$ cat config.mk
export PLATFORM = sky130hd
export DESIGN_NAME = ad_lvds_deserializer
export DESIGN_NICKNAME = d
export VERILOG_FILES = /design/src/rtl/ad_lvds_pkg.sv /design/src/rtl/ad_lvds_lane_shift.sv /design/src/rtl/ad_lvds_deserializer.sv
export SDC_FILE = /design/constraint.sdc
export NUM_CORES = 1
export LEC_CHECK = 0
export ABC_AREA = 1
export CAP_MARGIN = 20
export CELL_PAD_IN_SITES_DETAIL_PLACEMENT = 0
export CELL_PAD_IN_SITES_GLOBAL_PLACEMENT = 1
export CORE_ASPECT_RATIO = 1.1
export CORE_UTILIZATION = 35
export DETAILED_ROUTE_END_ITERATION = 16
export DONT_BUFFER_PORTS = 1
export GPL_TIMING_DRIVEN = 0
export PLACE_DENSITY_LB_ADDON = 0.1
export SETUP_SLACK_MARGIN = 0.2
export SLEW_MARGIN = 20
export SYNTH_ARGS = -nofsm -noshare
export SYNTH_HDL_FRONTEND = slang
export SYNTH_SLANG_ARGS = --single-unit
$ cat constraint.sdc
create_clock -name clk -period 1.4 [get_ports clk]
set_input_delay 0.21 -clock clk [delete_from_list [all_inputs] [get_ports clk]]
set_output_delay 0.21 -clock clk [all_outputs]
set_load 0.02 [all_outputs]
$ cat src/rtl/ad_lvds_pkg.sv
// Shared ad_lvds definitions: FSM state encodings and the default alignment word.
// Latency: n/a (declarations only).
// Backpressure: n/a.
package ad_lvds_pkg;

    // Alignment FSM states; the encodings are fixed so the serializer-side model can share them.
    typedef enum logic [1:0] {
        HUNT   = 2'd0,
        VERIFY = 2'd1,
        LOCKED = 2'd2
    } lvds_state_t;

    // Default alignment word: upper byte travels on lane 1, lower byte on lane 0.
    localparam logic [15:0] AD_LVDS_SYNC_WORD_DEF = 16'hF00F;

    // Width of the per-lane shift register (one byte per word per lane).
    localparam int unsigned AD_LVDS_LANE_W = 8;

endpackage

$ cat src/rtl/ad_lvds_lane_shift.sv
// One LVDS lane: 8-bit shift register, new bit enters the LSB (MSB-first serial order).
// Latency: one clk from lane bit to its appearance in sh[0].
// Backpressure: none; shifts unconditionally every edge.
module ad_lvds_lane_shift
    import ad_lvds_pkg::*;
(
    input  logic                      clk,
    input  logic                      reset,
    input  logic                      din,
    output logic [AD_LVDS_LANE_W-1:0] sh
);

    // Shift left every edge so the oldest bit ends up in the MSB after eight edges.
    always_ff @(posedge clk or posedge reset) begin
        if (reset) begin
            sh <= '0;
        end else begin
            sh <= {sh[AD_LVDS_LANE_W-2:0], din};
        end
    end

endmodule

$ cat src/rtl/ad_lvds_deserializer.sv
// Two-lane LVDS deserializer: hunts for SYNC_WORD, verifies LOCK_CNT repeats, then strobes out words.
// Latency: strobe 2 clk after the last bit of a word is on the lanes.
// Backpressure: none; words are delivered as one-cycle strobes, downstream must accept every strobe.
module ad_lvds_deserializer
    import ad_lvds_pkg::*;
#(
    parameter logic [15:0] SYNC_WORD = AD_LVDS_SYNC_WORD_DEF,
    parameter int unsigned LOCK_CNT  = 4
) (
    input  logic        clk,
    input  logic        reset,
    input  logic        i_dout0,
    input  logic        i_dout1,
    input  logic        i_align_req,
    output logic [15:0] ov_pix_data,
    output logic        o_pix_valid,
    output logic        o_sync_det,
    output logic        o_locked
);

    localparam logic [3:0] LOCK_TARGET = 4'(LOCK_CNT);

    logic [7:0]  sh0;
    logic [7:0]  sh1;
    logic [15:0] candidate;
    logic        cand_sync;
    logic        boundary;

    lvds_state_t state, state_nxt;
    logic [2:0]  phase, phase_nxt;
    logic [3:0]  match_cnt, match_nxt;
    logic [3:0]  match_inc;
    logic [15:0] data_nxt;
    logic        valid_nxt;
    logic        sync_det_nxt;

    ad_lvds_lane_shift u_lane0 (
        .clk   (clk),
        .reset (reset),
        .din   (i_dout0),
        .sh    (sh0)
    );

    ad_lvds_lane_shift u_lane1 (
        .clk   (clk),
        .reset (reset),
        .din   (i_dout1),
        .sh    (sh1)
    );

    assign candidate = {sh1, sh0};
    assign cand_sync = (candidate == SYNC_WORD);
    assign boundary  = (phase == 3'd0);
    assign match_inc = match_cnt + 4'd1;
    assign o_locked  = (state == LOCKED);

    // State, word phase, verify count and the registered output word/strobes.
    always_ff @(posedge clk or posedge reset) begin
        if (reset) begin
            state       <= HUNT;
            phase       <= 3'd0;
            match_cnt   <= 4'd0;
            ov_pix_data <= 16'd0;
            o_pix_valid <= 1'b0;
            o_sync_det  <= 1'b0;
        end else begin
            state       <= state_nxt;
            phase       <= phase_nxt;
            match_cnt   <= match_nxt;
            ov_pix_data <= data_nxt;
            o_pix_valid <= valid_nxt;
            o_sync_det  <= sync_det_nxt;
        end
    end

    // Alignment decisions; an align request overrides everything, including a due strobe.
    always_comb begin
        state_nxt    = state;
        phase_nxt    = phase;
        match_nxt    = match_cnt;
        data_nxt     = ov_pix_data;
        valid_nxt    = 1'b0;
        sync_det_nxt = 1'b0;

        if (i_align_req) begin
            state_nxt = HUNT;
            phase_nxt = 3'd0;
            match_nxt = 4'd0;
        end else begin
            case (state)
                HUNT: begin
                    phase_nxt = 3'd0;
                    if (cand_sync) begin
                        // The matching word ends here, so the next boundary is 8 edges away.
                        phase_nxt = 3'd1;
                        match_nxt = 4'd1;
                        if (LOCK_CNT == 1) begin
                            state_nxt = LOCKED;
                        end else begin
                            state_nxt = VERIFY;
                        end
                    end
                end
                VERIFY: begin
                    phase_nxt = phase + 3'd1;
                    if (boundary) begin
                        if (cand_sync) begin
                            match_nxt = match_inc;
                            if (match_inc == LOCK_TARGET) begin
                                state_nxt = LOCKED;
                            end
                        end else begin
                            state_nxt = HUNT;
                            phase_nxt = 3'd0;
                            match_nxt = 4'd0;
                        end
                    end
                end
                LOCKED: begin
                    // No automatic loss of lock: only an align request or reset leaves this state.
                    phase_nxt = phase + 3'd1;
                    if (boundary) begin
                        data_nxt     = candidate;
                        valid_nxt    = 1'b1;
                        sync_det_nxt = cand_sync;
                    end
                end
                default: begin
                    state_nxt = HUNT;
                    phase_nxt = 3'd0;
                    match_nxt = 4'd0;
                end
            endcase
        end
    end

endmodule

==> impl_metrics.toml, run 1 <==
[global_route]
grt_max_degree = 44
grt_pass1_wl_mm = 5.84
grt-ovfl-total = 0
grtUsageTotal = 0.139
grt_pass1_vias = 1239
antenna_found_initial = 0

[worst_setup_path]
worst_setup_path_end_kind = "flip-flop"
crit_path_top_delay_cell = "dfrtp_1"
path_buf_inv = 5
critical_path.top_delay_family = "simple AND/OR/NAND/NOR gates"
start_kind = "flip-flop"
cpPeakStageDelay_ns = 0.38
cp.arrival_ns = 1.65
worstPathCellList = "inv_2 > nor2_4 > inv_2 > nor2_4 > inv_4 > nor2_8 > inv_6 > clkbuf_16 > nand2_1 > nand2_1"
cp_max_fo = 8
critPathKind = "reg2reg"
required_ns = 1.59

[floorplan]
start_util = 0.372
rows = 26
fp.coreArea_um2 = 4780
chipWidth_um = 70.0
die_y_um = 76.8
die-area_um2 = 5380
ios = 24

[timing]
finalWorstSetupSlack_ns = -0.0682
tns_ns = -0.571
maxSlewHeadroom = 0.666
post-route-min-period_ns = 1.47
skew_ns = 0.00485
setup_viol = 13
fmax_ghz = 0.681
holdWs_ns = 0.0900
min_period_over_period = 1.05
hold_viol_final = 0
rsz0062_at_grt = "true"
final_max_slew_viol_count = 0
worst-slew-pin-transition_ns = 0.500

[clocking]
clk_pin_slew_ns = 0.08
root_buffer = "clkbuf_8"
clock_latency_ns = 0.29
clockBufferDepth = 2
clkSinkCount = 43
htreeDepth = 2
cts_inserted_buffers = 5
cts_tree = "built"

[final_layout]
layout_common_cells = "nand2_1, dfrtp_1, buf_4"
fill_cells = 472
drive_above_1_share = 0.323
final_common_cell = "nand2_1"
final_util = 0.482
nets = 235
antenna_cells = 0
synthToLayoutAreaGrowth_pct = 29.6

[placed_design]
place.port_buffers = 0
dp_hpwl_mm = 2.29
gp_congestion = 0.807

[yosys]
synth.distinct_cells = 19
synthArstFlopShare = 1.00
synth_edf_count = 0
synthCells = 195
ys_seq_area_frac = 0.604
ys_ff_latch = 43
synth_nets = 204
ys.flop_type = "dfrtp_1"
syn_area_um2 = 1780
yosysWarnings = 0
syn_area_per_cell_um2 = 9.13

[pwr]
power_density_nw_per_um2 = 1040
power.leakage_nw = 1.16
totalPowerFinal_w = 0.00239
ir_drop_mv = 0.434

[drt]
via_count = 1334
drcViolationCount = 0
ant_nets = 0
drt-total-wl_mm = 3.60
via_per_inst = 4.73
first_pass_iters = 6
drt_iter0_markers = 70
avgRoutedWirePerCell_um = 12.8

[run]
max_cap_violations = 0

[worst_hold_path]
hp-class = "in2reg"

[status]
status = "finished with violations"
violations = "setup timing"
## final timing paths
check	start	end	slack [ns]	cells after the start
min in group asynchronous	reset	u_lane0.sh[1]	0.52	2
min reg2reg	u_lane0.sh[3]	u_lane0.sh[4]	0.41	0
min	i_align_req	state[1]	0.09	3
max in group asynchronous	reset	state[0]	0.55	2
max	state[1]	ov_pix_data[0]	-0.07	10
max reg2reg	state[1]	ov_pix_data[0]	-0.07	10
## layer usage
layer | wire length, um | GRT usage | vias to the layer above | share of wire
li1 | - | - | 657 | -
met1 | 1620 | 0.164 | 643 | 0.45
met2 | 1770 | 0.232 | 26 | 0.49
met3 | 134 | 0.0407 | 8 | 0.037
met4 | 80 | 0.0600 | 0 | 0.022
met5 | 0 | 0 | - | 0
## flip-flops by register name, summed over array words and instances, names as in the netlist
signal / cells
o_pix_valid: 1
u_lane0.sh: 8
o_sync_det: 1
u_lane1.sh: 8
match_cnt: 4
ov_pix_data: 16
state: 2
phase: 3
## cell usage after synthesis, types with 2 or more instances
library cell  count  area share
nor2_2            5       0.018
dfrtp_1          43        0.60
xor2_1            2      0.0098
inv_2             3      0.0063
nand3_1           8       0.022
a21oi_1           3      0.0084
nand2_1          84        0.18
inv_1            13       0.027
ha_1              4       0.028
nand4_1           4       0.014
nor2_1           18       0.038
## power by group
| group | internal [W] | switching (W) |
|---|---|---|
| logic | 0.0000538 | 0.0000877 |
| registers | 0.00128 | 0.0000532 |
| clock network | 0.000523 | 0.000387 |
| total | 0.00186 | 0.000528 |
## cell families (layout without fill, tap and decap cells)
| kind of cell | Yosys count | in the layout | synth area share |
|---|---|---|---|
| xor gates and xnor gates | 2 | 2 | 0.00984 |
| adders and majority gates | 4 | 4 | 0.0281 |
| AOI/OAI and AO/OA | 5 | 5 | 0.0169 |
| and+or+nand+nor | 122 | 122 | 0.287 |
| DFF | 43 | 43 | 0.604 |
| buffers and inverters | 19 | 50 | 0.0534 |
## repair_timing
action,in CTS,in global routing
hold endpoints to repair,34,0
gates resized for setup,17,24
hold buffers,4,0
buffers inserted,11,7
cloned,0,2
pin swaps,11,12
endpoints found under the setup margin,27,70
## per-stage QoR
stage               instances  setup WS [ns]  instance area, um2
finish                    282        -0.0682                2310
global route              282         -0.158                2310
CTS                       273        -0.0787                2150
detailed placement        251         -0.118                1870
global placement          251        -0.0991                1870
floorplan                 195         0.0419                1800
## cell type report
cell class / instances / area, um2 / share of cell area
plain buffers: 2 / 26.3 / 0.0114
clock buffers: 6 / 72.6 / 0.0315
clock inverters: 1 / 30.0 / 0.0130
inverters: 17 / 77.6 / 0.0336
multi-input cells: 133 / 742 / 0.322
flip-flops and latches: 43 / 1080 / 0.467
well taps: 56 / 70.1 / 0.0304
repair buffers: 23 / 204 / 0.0884
repair inverters: 1 / 7.51 / 0.00325
## worst register-to-register path, cell delays in order, from the launching register on
cell	delay (ns)
dfrtp_1	0.38
inv_2	0.07
nor2_4	0.23
inv_2	0.07
nor2_4	0.10
inv_4	0.06
nor2_8	0.13
inv_6	0.07
clkbuf_16	0.16
nand2_1	0.05
nand2_1	0.05
Note: power is estimated with default switching activity, not from simulation.
==> run 2, diff against run 1 <==
--- a/config.mk
+++ b/config.mk
@@ -9,11 +9,12 @@
 export CAP_MARGIN = 20
 export CELL_PAD_IN_SITES_DETAIL_PLACEMENT = 0
 export CELL_PAD_IN_SITES_GLOBAL_PLACEMENT = 1
-export CORE_ASPECT_RATIO = 1.1
+export CORE_ASPECT_RATIO = 1.4
 export CORE_UTILIZATION = 35
 export DETAILED_ROUTE_END_ITERATION = 16
 export DONT_BUFFER_PORTS = 1
 export GPL_TIMING_DRIVEN = 0
+export MAX_ROUTING_LAYER = met4
 export PLACE_DENSITY_LB_ADDON = 0.1
 export SETUP_SLACK_MARGIN = 0.2
 export SLEW_MARGIN = 20
==> run 2 against run 1 <==
First-iteration DRC count shrank 17%. Register-to-register slack gained 0.04 ns. Design area grew 3.8%. Highest routed layer unchanged. Setup slack gained 0.036 ns. Maximum frequency grew 2.5%. The run ends with hold timing, setup timing left. Sequential cell count is the same. Combinational power grew 8%. Worst hold slack lost 0.14 ns. Sequential share of layout area shrank 1.7 points. Cell count grew 4.6%. Clock power grew 25%.
==> impl_metrics.toml, run 2 (same netlist as run 1, synthesis figures left out) <==
[status]
status = "finished with violations"
violations = "hold timing, setup timing"

[final_layout]
largest_reg_flops = 16
regMostFlops = "ov_pix_data"
antenna_cells = 0
drive_above_1_share = 0.351
fill_cells = 492
final_common_cell = "nand2_1"
synthToLayoutAreaGrowth_pct = 34.5
instances_no_fill = 295
layout_common_cells = "nand2_1, dfrtp_1, buf_4"
nets = 239
multi_input_area_um2 = 753
final-seq-area_um2 = 1080
top_regs = "ov_pix_data x16, u_lane0.sh x8, u_lane1.sh x8"

[global_route]
grt-ovfl-total = 0
grt_pass1_vias = 1385
grt_pass1_wl_mm = 6.11
antenna_found_initial = 0
grtUsageTotal = 0.152
grt_max_degree = 42

[placed_design]
place.port_buffers = 0
dp.cells = 259
dp_hpwl_mm = 2.32
gp_congestion = 0.906

[timing]
setup_viol = 16
post-route-min-period_ns = 1.43
skew_ns = 0.00853
holdWs_ns = -0.0507
fmax_ghz = 0.698
finalWorstSetupSlack_ns = -0.0323
min_period_over_period = 1.02
hold_viol_final = 40
worst-slew-pin-transition_ns = 0.878
final_max_slew_viol_count = 0
rsz0062_at_grt = "true"
maxSlewHeadroom = 0.413

[drt]
drt-total-wl_mm = 3.81
ant_nets = 0
first_pass_iters = 4
via_count = 1387
drt_iter0_markers = 58
drcViolationCount = 0
avgRoutedWirePerCell_um = 12.9
via_per_inst = 4.70

[clocking]
cts_tree = "built"
htreeDepth = 2
clockBufferDepth = 2
clock_latency_ns = 0.29
clk_pin_slew_ns = 0.09
clkSinkCount = 43
root_buffer = "clkbuf_8"
cts_inserted_buffers = 5

[worst_setup_path]
cpPeakStageDelay_ns = 0.37
crit_path_top_delay_cell = "dfrtp_1"
path_buf_inv = 5
cp.arrival_ns = 1.62
worst_setup_path_end_kind = "flip-flop"
critical_path.top_delay_family = "simple AND/OR/NAND/NOR gates"
crit_top_cell = "inv_2"
required_ns = 1.58
worstPathCellList = "inv_2 > nor2_4 > inv_2 > nor2_4 > inv_2 > nor2_8 > inv_6 > buf_8 > nand2_1 > nand2_1"
start_kind = "flip-flop"
critPathKind = "reg2reg"
cp_max_fo = 10

[floorplan]
die-area_um2 = 5380
chipWidth_um = 62.3
fp.coreArea_um2 = 4880
die_y_um = 86.4
start_util = 0.365
rows = 30
ios = 24

[pwr]
power.leakage_nw = 1.20
ir_drop_mv = 0.523
totalPowerFinal_w = 0.00263
power_density_nw_per_um2 = 1100

[run]
max_cap_violations = 0

[worst_hold_path]
hp-class = "in2async"
run 2: cell types whose count changed in the layout (fill, tap and decap cells not counted), moves of 2 or more:
cell     before  now
buf_12        0    2
nand2_2      13   11
buf_4        17   20
nor2_2        9   11
inv_1        10    8
nand2_1      70   72
inv_2         3    7
inv_4         2    0
run 2: final timing paths:
| kind | cells after the start | endpoint | slack, ns | start |
|---|---|---|---|---|
| worst min-delay path | 1 | ov_pix_data[15] | -0.05 | reset |
| worst min register to register | 0 | u_lane0.sh[2] | 0.41 | u_lane0.sh[1] |
| min in group clk | 3 | state[1] | 0.09 | i_align_req |
| worst max register to register | 10 | ov_pix_data[6] | -0.03 | state[1] |
| worst max-delay path | 10 | ov_pix_data[6] | -0.03 | state[1] |
| max in group asynchronous | 2 | ov_pix_data[10] | 0.42 | reset |
run 2: what timing repair did:
action / CTS / global route
pin swaps: 22 / 10
setup buffers: 19 / 5
hold buffers: 4 / 0
hold endpoints to repair: 6 / 0
endpoints found under the setup margin: 26 / 27
resized for setup: 31 / 11
run 2: cell type report:
type / count / area share
Buffer: 2 / 0.0110
Clock buffer: 6 / 0.0303
Clock inverter: 2 / 0.0251
Inverter: 17 / 0.0303
Multi-Input combinational cell: 133 / 0.315
Sequential cell: 43 / 0.450
Tap cell: 64 / 0.0334
Timing Repair Buffer: 28 / 0.106
run 2: through the flow:
| stage | worst slack, ns | setup TNS, ns | cell area (um2) | hold WS (ns) | utilization |
|---|---|---|---|---|---|
| floorplan | 0.0419 | 0 | 1800 | 0.208 | - |
| global placement | -0.0970 | -1.19 | 1880 | 0.241 | 0.386 |
| detailed placement | -0.108 | -1.27 | 1880 | 0.241 | 0.386 |
| CTS | -0.0600 | -0.647 | 2310 | -0.0217 | 0.474 |
| global route | -0.157 | -2.58 | 2390 | 0.00681 | 0.491 |
| finish | -0.0323 | -0.265 | 2390 | -0.0507 | 0.491 |
run 2: routing by layer:
layer  GRT usage  wire [um]
met4      0.0803        120
met5           -          0
met2       0.264       1980
met1       0.158       1570
met3      0.0421        141
run 2: power by group:
group / leakage [nW] / total [W] / internal (W) / switching [W]
Clock: 0.0654 / 0.00114 / 0.000713 / 0.000424
Sequential: 0.558 / 0.00133 / 0.00128 / 0.0000506
Combinational: 0.575 / 0.000154 / 0.0000626 / 0.0000911
run 2: worst reg2reg max path: stages (launching register included):
cell     delay (ns)
dfrtp_1        0.37
inv_2          0.07
nor2_4         0.24
inv_2          0.07
nor2_4         0.08
inv_2          0.07
nor2_8         0.14
inv_6          0.06
buf_8          0.13
nand2_1        0.05
nand2_1        0.05
